===== src/rtl/mc_pkg.sv =====
// Shared encodings for the multicycle MIPS-subset control unit:
// states, opcodes, funct codes, ULA operations and mux select codes.
package mc_pkg;

  typedef enum logic [3:0] {
    S_FETCH   = 4'd0,
    S_DECODE  = 4'd1,
    S_MEMADR  = 4'd2,
    S_MEMRD   = 4'd3,
    S_MEMWB   = 4'd4,
    S_MEMWR   = 4'd5,
    S_EXEC_R  = 4'd6,
    S_ALUWB   = 4'd7,
    S_BRANCH  = 4'd8,
    S_ADDI_EX = 4'd9,
    S_ADDI_WB = 4'd10,
    S_JUMP    = 4'd11
  } state_t;

  localparam logic [5:0] OP_RTYPE = 6'b000000;
  localparam logic [5:0] OP_LW    = 6'b100011;
  localparam logic [5:0] OP_SW    = 6'b101011;
  localparam logic [5:0] OP_BEQ   = 6'b000100;
  localparam logic [5:0] OP_ADDI  = 6'b001000;
  localparam logic [5:0] OP_J     = 6'b000010;

  localparam logic [5:0] FN_ADD = 6'b100000;
  localparam logic [5:0] FN_SUB = 6'b100010;
  localparam logic [5:0] FN_AND = 6'b100100;
  localparam logic [5:0] FN_OR  = 6'b100101;
  localparam logic [5:0] FN_SLT = 6'b101010;

  localparam logic [2:0] ULA_ADD = 3'b010;
  localparam logic [2:0] ULA_SUB = 3'b110;
  localparam logic [2:0] ULA_AND = 3'b000;
  localparam logic [2:0] ULA_OR  = 3'b001;
  localparam logic [2:0] ULA_SLT = 3'b111;

  localparam logic [1:0] ALUOP_ADD   = 2'b00;
  localparam logic [1:0] ALUOP_SUB   = 2'b01;
  localparam logic [1:0] ALUOP_FUNCT = 2'b10;
  localparam logic [1:0] ALUOP_NONE  = 2'b11;

  localparam logic [1:0] SRCB_B    = 2'b00;
  localparam logic [1:0] SRCB_ONE  = 2'b01;
  localparam logic [1:0] SRCB_IMM  = 2'b10;

  localparam logic [1:0] PCSRC_RES = 2'b00;
  localparam logic [1:0] PCSRC_OUT = 2'b01;
  localparam logic [1:0] PCSRC_JMP = 2'b10;

endpackage


===== src/rtl/mc_control_fsm_if.sv =====
// Control bus between the instruction register/datapath (master) and the
// multicycle control unit (slave).
interface mc_control_fsm_if;
  logic       step;
  logic [5:0] OP;
  logic [5:0] Funct;
  logic       Zero;
  logic       PCEn;
  logic       IorD;
  logic       IRWrite;
  logic       MemWrite;
  logic       RegDst;
  logic       MemtoReg;
  logic       RegWrite;
  logic       ALUSrcA;
  logic [1:0] ALUSrcB;
  logic [1:0] PCSrc;
  logic [2:0] ULAControl;
  logic       illegal;
  logic [3:0] state;
  logic [7:0] instr_count;

  modport master (
    output step, OP, Funct, Zero,
    input  PCEn, IorD, IRWrite, MemWrite, RegDst, MemtoReg, RegWrite,
           ALUSrcA, ALUSrcB, PCSrc, ULAControl, illegal, state, instr_count
  );

  modport slave (
    input  step, OP, Funct, Zero,
    output PCEn, IorD, IRWrite, MemWrite, RegDst, MemtoReg, RegWrite,
           ALUSrcA, ALUSrcB, PCSrc, ULAControl, illegal, state, instr_count
  );
endinterface


===== src/rtl/alu_decoder.sv =====
// Maps ALUOp and the R-type Funct field to a ULA operation code and flags
// Funct values the ULA does not implement.
module alu_decoder
  import mc_pkg::*;
(
  input  logic [5:0] i_funct,
  input  logic [1:0] i_alu_op,
  output logic [2:0] o_ula_control,
  output logic       o_funct_illegal
);

  // ULA operation select
  always_comb begin
    o_ula_control   = ULA_ADD;
    o_funct_illegal = 1'b0;
    case (i_alu_op)
      ALUOP_ADD: o_ula_control = ULA_ADD;
      ALUOP_SUB: o_ula_control = ULA_SUB;
      ALUOP_FUNCT: begin
        case (i_funct)
          FN_ADD:  o_ula_control = ULA_ADD;
          FN_SUB:  o_ula_control = ULA_SUB;
          FN_AND:  o_ula_control = ULA_AND;
          FN_OR:   o_ula_control = ULA_OR;
          FN_SLT:  o_ula_control = ULA_SLT;
          default: begin
            o_ula_control   = ULA_ADD;
            o_funct_illegal = 1'b1;
          end
        endcase
      end
      // Idle states drive the all-zero code
      default: o_ula_control = 3'b000;
    endcase
  end

endmodule


===== src/rtl/mc_control_fsm.sv =====
// Multicycle Moore control FSM for the 8-bit MIPS-subset datapath.
// Optional retired-instruction counter enabled by `define MC_INSTR_COUNT_EN.
module mc_control_fsm
  import mc_pkg::*;
(
  input  logic               clk,
  input  logic               rst,
  mc_control_fsm_if.slave    bus
);

  state_t     r_state;
  state_t     w_next;
  logic       w_op_illegal;
  logic       w_pcwrite;
  logic       w_branch;
  logic       w_iord;
  logic       w_irwrite;
  logic       w_memwrite;
  logic       w_regdst;
  logic       w_memtoreg;
  logic       w_regwrite;
  logic       w_alusrca;
  logic [1:0] w_alusrcb;
  logic [1:0] w_pcsrc;
  logic [1:0] w_alu_op;
  logic [2:0] w_ula_control;
  logic       w_funct_illegal;
  logic       w_illegal;

  alu_decoder u_alu_decoder (
    .i_funct         (bus.Funct),
    .i_alu_op        (w_alu_op),
    .o_ula_control   (w_ula_control),
    .o_funct_illegal (w_funct_illegal)
  );

  // State register, advanced only on step-qualified edges
  always_ff @(posedge clk or negedge rst) begin
    if (!rst) begin
      r_state <= S_FETCH;
    end else if (bus.step) begin
      r_state <= w_next;
    end else begin
      r_state <= r_state;
    end
  end

  // Next-state logic
  always_comb begin
    w_next       = S_FETCH;
    w_op_illegal = 1'b0;
    case (r_state)
      S_FETCH:  w_next = S_DECODE;
      S_DECODE: begin
        case (bus.OP)
          OP_LW, OP_SW: w_next = S_MEMADR;
          OP_RTYPE:     w_next = S_EXEC_R;
          OP_BEQ:       w_next = S_BRANCH;
          OP_ADDI:      w_next = S_ADDI_EX;
          OP_J:         w_next = S_JUMP;
          default: begin
            w_next       = S_FETCH;
            w_op_illegal = 1'b1;
          end
        endcase
      end
      S_MEMADR:  w_next = (bus.OP == OP_LW) ? S_MEMRD : S_MEMWR;
      S_MEMRD:   w_next = S_MEMWB;
      S_EXEC_R:  w_next = S_ALUWB;
      S_ADDI_EX: w_next = S_ADDI_WB;
      default:   w_next = S_FETCH;
    endcase
  end

  // Per-state control decode
  always_comb begin
    w_pcwrite  = 1'b0;
    w_branch   = 1'b0;
    w_iord     = 1'b0;
    w_irwrite  = 1'b0;
    w_memwrite = 1'b0;
    w_regdst   = 1'b0;
    w_memtoreg = 1'b0;
    w_regwrite = 1'b0;
    w_alusrca  = 1'b0;
    w_alusrcb  = SRCB_B;
    w_pcsrc    = PCSRC_RES;
    w_alu_op   = ALUOP_NONE;
    case (r_state)
      S_FETCH: begin
        w_irwrite = 1'b1;
        w_pcwrite = 1'b1;
        w_alusrcb = SRCB_ONE;
        w_alu_op  = ALUOP_ADD;
      end
      S_DECODE: begin
        w_alusrcb = SRCB_IMM;
        w_alu_op  = ALUOP_ADD;
      end
      S_MEMADR, S_ADDI_EX: begin
        w_alusrca = 1'b1;
        w_alusrcb = SRCB_IMM;
        w_alu_op  = ALUOP_ADD;
      end
      S_MEMRD:  w_iord = 1'b1;
      S_MEMWR: begin
        w_iord     = 1'b1;
        w_memwrite = 1'b1;
      end
      S_MEMWB: begin
        w_regwrite = 1'b1;
        w_memtoreg = 1'b1;
      end
      S_EXEC_R: begin
        w_alusrca = 1'b1;
        w_alu_op  = ALUOP_FUNCT;
      end
      S_ALUWB: begin
        w_regdst   = 1'b1;
        w_regwrite = 1'b1;
      end
      S_ADDI_WB: w_regwrite = 1'b1;
      S_BRANCH: begin
        w_alusrca = 1'b1;
        w_branch  = 1'b1;
        w_alu_op  = ALUOP_SUB;
        w_pcsrc   = PCSRC_OUT;
      end
      S_JUMP: begin
        w_pcwrite = 1'b1;
        w_pcsrc   = PCSRC_JMP;
      end
      default: w_alu_op = ALUOP_NONE;
    endcase
  end

  assign w_illegal = ((r_state == S_DECODE) & w_op_illegal) |
                     ((r_state == S_EXEC_R) & w_funct_illegal);

  // Write-type strobes are gated by reset so nothing commits while it is held
  assign bus.PCEn       = rst & (w_pcwrite | (w_branch & bus.Zero));
  assign bus.IorD       = w_iord;
  assign bus.IRWrite    = rst & w_irwrite;
  assign bus.MemWrite   = rst & w_memwrite;
  assign bus.RegDst     = w_regdst;
  assign bus.MemtoReg   = w_memtoreg;
  assign bus.RegWrite   = rst & w_regwrite;
  assign bus.ALUSrcA    = w_alusrca;
  assign bus.ALUSrcB    = w_alusrcb;
  assign bus.PCSrc      = w_pcsrc;
  assign bus.ULAControl = w_ula_control;
  assign bus.illegal    = rst & w_illegal;
  assign bus.state      = r_state;

`ifdef MC_INSTR_COUNT_EN
  logic [7:0] r_instr_count;
  logic       w_retire;

  assign w_retire = bus.step & (w_next == S_FETCH) &
                    ((r_state == S_MEMWB)   | (r_state == S_MEMWR) |
                     (r_state == S_ALUWB)   | (r_state == S_ADDI_WB) |
                     (r_state == S_BRANCH)  | (r_state == S_JUMP));

  // Retired-instruction counter, wraps naturally at 8 bits
  always_ff @(posedge clk or negedge rst) begin
    if (!rst) begin
      r_instr_count <= 8'h00;
    end else if (w_retire) begin
      r_instr_count <= r_instr_count + 8'h01;
    end else begin
      r_instr_count <= r_instr_count;
    end
  end

  assign bus.instr_count = r_instr_count;
`else
  assign bus.instr_count = 8'h00;
`endif

endmodule

===== src/flat_wrapper.sv =====
// flat-port wrapper written by rule: the top's interface ports become plain ports
module mc_control_fsm_flat import mc_pkg::*;
  (clk, rst, bus_step, bus_OP, bus_Funct, bus_Zero, bus_PCEn, bus_IorD, bus_IRWrite, bus_MemWrite, bus_RegDst, bus_MemtoReg, bus_RegWrite, bus_ALUSrcA, bus_ALUSrcB, bus_PCSrc, bus_ULAControl, bus_illegal, bus_state, bus_instr_count);
  mc_control_fsm_if bus_i ();
  input  logic clk;
  input  logic rst;
  input wire logic [$bits(bus_i.step)-1:0] bus_step;
  input wire logic [$bits(bus_i.OP)-1:0] bus_OP;
  input wire logic [$bits(bus_i.Funct)-1:0] bus_Funct;
  input wire logic [$bits(bus_i.Zero)-1:0] bus_Zero;
  output wire logic [$bits(bus_i.PCEn)-1:0] bus_PCEn;
  output wire logic [$bits(bus_i.IorD)-1:0] bus_IorD;
  output wire logic [$bits(bus_i.IRWrite)-1:0] bus_IRWrite;
  output wire logic [$bits(bus_i.MemWrite)-1:0] bus_MemWrite;
  output wire logic [$bits(bus_i.RegDst)-1:0] bus_RegDst;
  output wire logic [$bits(bus_i.MemtoReg)-1:0] bus_MemtoReg;
  output wire logic [$bits(bus_i.RegWrite)-1:0] bus_RegWrite;
  output wire logic [$bits(bus_i.ALUSrcA)-1:0] bus_ALUSrcA;
  output wire logic [$bits(bus_i.ALUSrcB)-1:0] bus_ALUSrcB;
  output wire logic [$bits(bus_i.PCSrc)-1:0] bus_PCSrc;
  output wire logic [$bits(bus_i.ULAControl)-1:0] bus_ULAControl;
  output wire logic [$bits(bus_i.illegal)-1:0] bus_illegal;
  output wire logic [$bits(bus_i.state)-1:0] bus_state;
  output wire logic [$bits(bus_i.instr_count)-1:0] bus_instr_count;
  assign bus_i.step = bus_step;
  assign bus_i.OP = bus_OP;
  assign bus_i.Funct = bus_Funct;
  assign bus_i.Zero = bus_Zero;
  assign bus_PCEn = bus_i.PCEn;
  assign bus_IorD = bus_i.IorD;
  assign bus_IRWrite = bus_i.IRWrite;
  assign bus_MemWrite = bus_i.MemWrite;
  assign bus_RegDst = bus_i.RegDst;
  assign bus_MemtoReg = bus_i.MemtoReg;
  assign bus_RegWrite = bus_i.RegWrite;
  assign bus_ALUSrcA = bus_i.ALUSrcA;
  assign bus_ALUSrcB = bus_i.ALUSrcB;
  assign bus_PCSrc = bus_i.PCSrc;
  assign bus_ULAControl = bus_i.ULAControl;
  assign bus_illegal = bus_i.illegal;
  assign bus_state = bus_i.state;
  assign bus_instr_count = bus_i.instr_count;
  mc_control_fsm u_core (.clk(clk), .rst(rst), .bus(bus_i));
endmodule

===== config.mk =====
export PLATFORM = sky130hd
export DESIGN_NAME = mc_control_fsm_flat
export DESIGN_NICKNAME = d
export VERILOG_FILES = /design/src/rtl/mc_pkg.sv /design/src/rtl/mc_control_fsm_if.sv /design/src/rtl/alu_decoder.sv /design/src/rtl/mc_control_fsm.sv /design/src/flat_wrapper.sv
export SDC_FILE = /design/constraint.sdc
export NUM_CORES = 1
export LEC_CHECK = 0
export BUFFER_PORTS_ARGS = -buffer_cell sky130_fd_sc_hd__buf_2
export CAP_MARGIN = 25
export CORE_ASPECT_RATIO = 1.1
export CORE_UTILIZATION = 44
export CTS_CLUSTER_DIAMETER = 80
export CTS_CLUSTER_SIZE = 10
export DETAILED_ROUTE_END_ITERATION = 7
export MAX_ROUTING_LAYER = met4
export PLACE_DENSITY = 0.91
export SKIP_LAST_GASP = 1
export SLEW_MARGIN = 30
export SYNTH_ARGS = -nofsm -noshare
export SYNTH_HDL_FRONTEND = slang
export SYNTH_HIERARCHICAL = 1
export SYNTH_SLANG_ARGS = --single-unit

===== constraint.sdc =====
create_clock -name clk -period 2.2 [get_ports clk]
set_input_delay 0.22 -clock clk [delete_from_list [all_inputs] [get_ports clk]]
set_output_delay 0.22 -clock clk [all_outputs]
set_load 0.02 [all_outputs]

Word level (Yosys, flattened, before mapping)
Cells that the tools add are included.
{"block": "totals", "elab_cells": 67, "regBits": 4, "output_inout_bits": 28}
{"block": "classes", "reduce_logical": 12, "eq_ne": 23, "n_bitwise": 10, "mux": 21}
{"cell": "6-bit equality test (second input constant)", "count": 7}
{"cell": "4-bit case mux with 6 select lines", "count": 1}
{"cell": "4-bit case mux with 5 select lines", "count": 1}
{"cell": "4-bit by 3-bit equality test with 1-bit output (second input constant)", "count": 4}
{"cell": "4-bit equality test (second input constant)", "count": 4}
{"cell": "1-bit 2-to-1 mux", "count": 13}
{"cell": "3-bit case mux with 4 select lines", "count": 1}
{"cell": "3-bit case mux with 3 select lines", "count": 1}
{"cell": "1-bit bitwise AND", "count": 8}
{"cell": "4-bit by 2-bit equality test with 1-bit output (second input constant)", "count": 2}
{"cell": "2-bit case mux with 2 select lines", "count": 2}
{"cell": "4-bit OR reduction", "count": 2}
{"cell": "6-bit by 2-bit equality test with 1-bit output (second input constant)", "count": 1}
{"cell": "6-bit by 3-bit equality test with 1-bit output (second input constant)", "count": 1}
{"cell": "6-bit by 4-bit equality test with 1-bit output (second input constant)", "count": 1}
{"cell": "6-bit logical NOT", "count": 1}
{"cell": "2-bit case mux with 3 select lines", "count": 1}
{"cell": "2-bit OR reduction", "count": 3}
{"cell": "3-bit OR reduction", "count": 2}
{"cell": "6-bit OR reduction", "count": 1}
{"cell": "5-bit OR reduction", "count": 1}
{"cell": "4-bit by 1-bit equality test with 1-bit output (second input constant)", "count": 1}
{"cell": "4-bit logical NOT", "count": 1}
{"cell": "3-bit 2-to-1 mux", "count": 1}
{"cell": "4 further kinds", "count": 5}

Logic depth before layout (Yosys ltp)
{"block": "depth", "depth_word": 8, "ltp_mapped": 7, "depth_no_buf": 6}

Modules after synthesis
Netlist, hierarchy kept.
{"module": "mc_control_fsm", "area_each_um2": 575.6, "cells_each": 81, "n_inst": 1, "seq_area_each_um2": 100.1}
{"module": "alu_decoder", "area_each_um2": 92.6, "cells_each": 13, "n_inst": 1, "seq_area_each_um2": 0.0}

Worst setup path before layout
No wires, ideal clock.
{"block": "synth_path", "path_type": "register -> output", "from": "reg u_core.r_state[3], in the netlist u_core/bus.state[3]", "to": "out bus_PCEn", "path_slack_ns": 0.053, "t_required_ns": 1.980, "path_buffers": 1, "t_arrival_ns": 1.927, "stages_incl_launch_ff": 5, "path_cell_list": "dfrtp_1 buf_2 nor4_1 a211oi_1 nor2b_1"}
{"block": "synth_via", "elab_chain_cells": 5}
{"item": "start: declaration", "line": "mc_control_fsm.sv:11", "rtl": "state_t r_state;"}
{"item": "start signal: assignment", "line": "mc_control_fsm.sv:42", "rtl": "r_state <= w_next;"}
{"item": "start signal: assignment", "line": "mc_control_fsm.sv:44", "rtl": "r_state <= r_state;"}
{"item": "4-bit equality test or 4-bit logical NOT (tied branches)", "line": "mc_control_fsm.sv:89", "rtl": "case (r_state)"}
{"item": "2-bit OR reduction (no line) or 1-bit 2-to-1 mux (tied branches)"}
{"item": "1-bit 2-to-1 mux or 1-bit bitwise AND (tied branches)", "line": "mc_control_fsm.sv:89, mc_control_fsm.sv:141"}
{"item": "1-bit OR *", "line": "mc_control_fsm.sv:141", "rtl": "assign bus.PCEn = rst & (w_pcwrite | (w_branch & bus.Zero));"}
{"item": "1-bit bitwise AND *", "line": "mc_control_fsm.sv:141"}
{"item": "end: declaration", "line": "flat_wrapper.sv:11", "rtl": "output wire logic [$bits(bus_i.PCEn)-1:0] bus_PCEn;"}
Mark *: on every way between the ends. The rest lies on a longest branch, timed or not.

Worst setup path after layout
{"block": "layout_path", "from": "reg u_core.r_state[0], in the netlist u_core/bus.state[0]", "to": "out bus_illegal"}
{"block": "layout_via", "elab_chain_cells": 8}
{"item": "4-bit by 2-bit equality test with 1-bit output (tied with other cells)", "line": "mc_control_fsm.sv:89"}
{"item": "4-bit OR reduction (no line)"}
{"item": "2-bit case mux with 3 select lines *", "line": "mc_control_fsm.sv:89"}
{"item": "named net u_core.w_alu_op[0]", "line": "mc_control_fsm.sv:25", "rtl": "logic [1:0] w_alu_op;"}
{"item": "2-bit equality test *", "line": "alu_decoder.sv:16", "rtl": "case (i_alu_op)"}
{"item": "1-bit 2-to-1 mux *", "line": "alu_decoder.sv:16"}
{"item": "named net u_core.w_funct_illegal", "line": "mc_control_fsm.sv:27", "rtl": "logic w_funct_illegal;"}
{"item": "1-bit bitwise AND *", "line": "mc_control_fsm.sv:138", "rtl": "((r_state == S_EXEC_R) & w_funct_illegal);"}
{"item": "1-bit OR *", "line": "mc_control_fsm.sv:137", "rtl": "assign w_illegal = ((r_state == S_DECODE) & w_op_illegal) |"}
{"item": "1-bit bitwise AND *", "line": "mc_control_fsm.sv:152", "rtl": "assign bus.illegal = rst & w_illegal;"}
{"item": "end: declaration", "line": "flat_wrapper.sv:22", "rtl": "output wire logic [$bits(bus_i.illegal)-1:0] bus_illegal;"}
Mark *: on every way through the listed nets, which the timed path passes. The rest lies on a longest branch.

==> reports/metrics.csv <==
stage;metric;value;unit
power;worst vdd ir;0.292;mV
grt;GRT overflow;0;
timing;setup violators final;0;
synthesis;most common cell in the netlist;nor2_1;
setup_path;kind of critical path;flop to output pin;
synthesis;dominant cell type by area after synthesis;dfrtp_1;
layout;max reg flops;4;
grt;largest net degree at the start of global routing;16;
timing;RSZ-0062 raised after global routing;no;
grt;first-pass GRT wire length;2420;um
floorplanning;Die Y;42.9;um
synthesis;post-synthesis sequential area ratio;0.150;
power;P_leak;0.403;nW
layout;# fillers;114;
placement;GPL Wtd Cong;0.816;
status;status;completed;
grt;GRT Total Usage;0.208;
synthesis;mapped cell area;668;um2
floorplanning;core box area;1380;um2
clock_network;worst skew pair latency;0.23;ns
floorplanning;I/O Pins;44;
clock_network;Worst-path clk slew;0.04;ns
synthesis;Post-synth EDFFs;0;
layout;fin nets;147;
floorplanning;std cell rows;14;
setup_path;CP Launch Type;flop;
layout;Antenna Cells;0;
synthesis;Synth Register Bits;4;
layout;Final Util;0.608;
layout;Reg area;101;um2
flow_run;Max-cap violations;0;
floorplanning;Starting Density;0.483;
synthesis;Gate Count Post-Synth;94;
synthesis;Post-synth ARST share;1.00;
setup_path;Worst EP arrival;1.80;ns
synthesis;Yosys warnings;6;
synthesis;Most used DFF post-synth;dfrtp_1;
timing;final number of max-transition violations;0;
detailed_routing;initial DRC count;41;
floorplanning;Die Wd;39.2;um
clock_network;CTS buffer count;3;
placement;Port Buffers;35;
clock_network;Clock Path Buffers;2;
timing;Max-slew headroom;0.670;
floorplanning;Die Footprint;1680;um2
setup_path;crit path max fanout;15;
clock_network;htree depth;1;
layout;Area Overhead vs Synth;26.0;%
grt;vias in the first global route;580;
clock_network;post-CTS setup repair buffer count;0;
synthesis;top cells by count, synth;10 x nor2_1, 9 x buf_4, 7 x nand2_1, 7 x nand2b_1;
detailed_routing;DR vias;838;
timing;Least-Margin Pin Slew;0.490;ns
min_path;Hold WC Path Type;primary input to flop;
power;power density over the cells;499;nW/um2
clock_network;clock sinks;4;
setup_path;CP endpoint kind;output pin;
detailed_routing;per-cell routed wire length;12.0;um
layout;footprint of the multi-input gates;494;um2
timing;Final Hold Viols;0;
detailed_routing;DRC;0;
timing;FMAX;0.495;GHz
synthesis;Synth top area share;0.150;
timing;Clock Skew;0.00524;ns
detailed_routing;Pre-antenna DRT Iters;4;
setup_path;Critical Path RT;1.98;ns
detailed_routing;Antenna Nets Post-Route;0;
timing;share of the clock period used by the worst path after layout;0.919;
detailed_routing;aggregate routed wire length;1740;um
timing;setup TNS;0;ns
placement;post-detail-place hpwl;1290;um
synthesis;Post-Syn Area per Cell;7.11;um2
clock_network;Root Driver;clkbuf_4;
layout;layout cell share with drive strength beyond 1;0.357;
synthesis;unique cell type count in the Yosys netlist;38;
timing;crit path time final;2.02;ns
grt;antenna violations before repair;0;
detailed_routing;Vias/cell;5.78;
setup_path;reg2reg setup slack;0.71;ns
clock_network;CTS tree;done;
synthesis;largest cells by area after synthesis;dfrtp_1 15%, buf_4 10%, nand2b_1 6.6%, nor2_1 5.6%, o31ai_1 4.5%;
-- metal layers --
layer  share of wire  global-route usage  vias to the layer above  wire, um
met2            0.48               0.330                       61       832
met5               0                   -                        -         0
met3            0.10              0.0419                        6       177
met1            0.40               0.235                      377       692
met4           0.020               0.117                        0        35
li1                -                   -                      394         -
-- kinds of logic after synthesis --
group,synth area share
xor gates and xnor gates,0.0262
DFF,0.150
other,0.00561
and+or+nand+nor,0.393
AOI/OAI and AO/OA,0.275
buffers and inverters,0.150
-- area by class of cell --
cell class                 count  area share
multi-input combinational     82       0.587
timing repair buffer          37       0.229
sequential                     4       0.120
clock buffer                   3      0.0267
tap                           16      0.0238
inverter                       3      0.0134
-- cells in the final DEF, fill, tap and decap left out --
master | synthesis | routed
o21ba_2 | 1 | 1
nor2_1 | 10 | 10
a2bb2oi_1 | 1 | 1
nor3_1 | 3 | 3
o21a_1 | 1 | 1
nor3b_1 | 2 | 2
o2bb2ai_1 | 1 | 1
a21oi_1 | 5 | 5
or3b_1 | 1 | 1
inv_1 | 3 | 3
or2b_1 | 1 | 1
clkbuf_4 | 0 | 3
dlygate4sd3_1 | 0 | 1
o21ai_0 | 5 | 5
a31oi_1 | 1 | 1
nand3_1 | 3 | 3
o31ai_1 | 4 | 4
and2_1 | 1 | 1
o211ai_1 | 1 | 1
dfrtp_2 | 0 | 1
nand2_1 | 7 | 7
buf_2 | 2 | 35
nor2b_1 | 4 | 4
a21o_1 | 1 | 1
dfrtp_1 | 4 | 3
buf_4 | 9 | 1
nand3_2 | 1 | 1
xor2_1 | 1 | 1
a311oi_2 | 1 | 1
nand4b_1 | 1 | 1
a211oi_1 | 2 | 2
or4_4 | 1 | 1
conb_1 | 1 | 8
nor4_1 | 2 | 2
nor3b_2 | 1 | 1
nand2b_1 | 7 | 7
nand3b_1 | 1 | 1
xnor2_1 | 1 | 1
a21oi_2 | 1 | 1
a32oi_1 | 1 | 1
-- path summary, 6_finish.rpt --
path / start / endpoint / depth (start not counted)
min reg2reg: u_core/bus.state[0]$_DFFE_PN0P_ / u_core/bus.state[0]$_DFFE_PN0P_ / 1
max in group asynchronous: rst / u_core/bus.state[0]$_DFFE_PN0P_ / 2
min: bus_step / u_core/bus.state[3]$_DFFE_PN0P_ / 2
min in group asynchronous: rst / u_core/bus.state[3]$_DFFE_PN0P_ / 2
max: u_core/bus.state[0]$_DFFE_PN0P_ / bus_illegal / 7
max reg2reg: u_core/bus.state[1]$_DFFE_PN0P_ / u_core/bus.state[1]$_DFFE_PN0P_ / 4
-- per-stage QoR --
stage	hold slack [ns]	instance area (um2)	setup WS (ns)	power, mW	std cells
global placement	0.0638	808	0.452	0.318	141
finish	0.235	842	0.179	0.420	145
global route	0.246	842	0.0983	0.447	145
CTS	0.219	841	0.0950	0.418	145
detailed placement	0.0673	808	0.356	0.325	141
floorplan	-0.0756	694	0.0528	0.267	101
-- where the power goes --
group,switching [mW],internal [mW],leakage [nW],total [mW]
Sequential,0.0212,0.0819,0.0522,0.103
Combinational,0.146,0.0840,0.337,0.230
Clock,0.0264,0.0607,0.0138,0.0872
Total,0.194,0.227,0.403,0.420
-- worst max-delay path, stage by stage (launching register included) --
cell	delay [ns]
dfrtp_2	0.48
nand2_1	0.14
nand3_1	0.12
a21o_1	0.21
a311oi_2	0.26
nand3_1	0.09
o21ai_0	0.08
buf_2	0.19
-- repair_timing --
item / 4_1_cts / 5_1_grt
hold endpoints to repair: 4 / 0
hold buffers: 1 / 0
endpoints found under the setup margin: 0 / 1
resized for setup: 0 / 1
(Power assumes the default switching activity.)
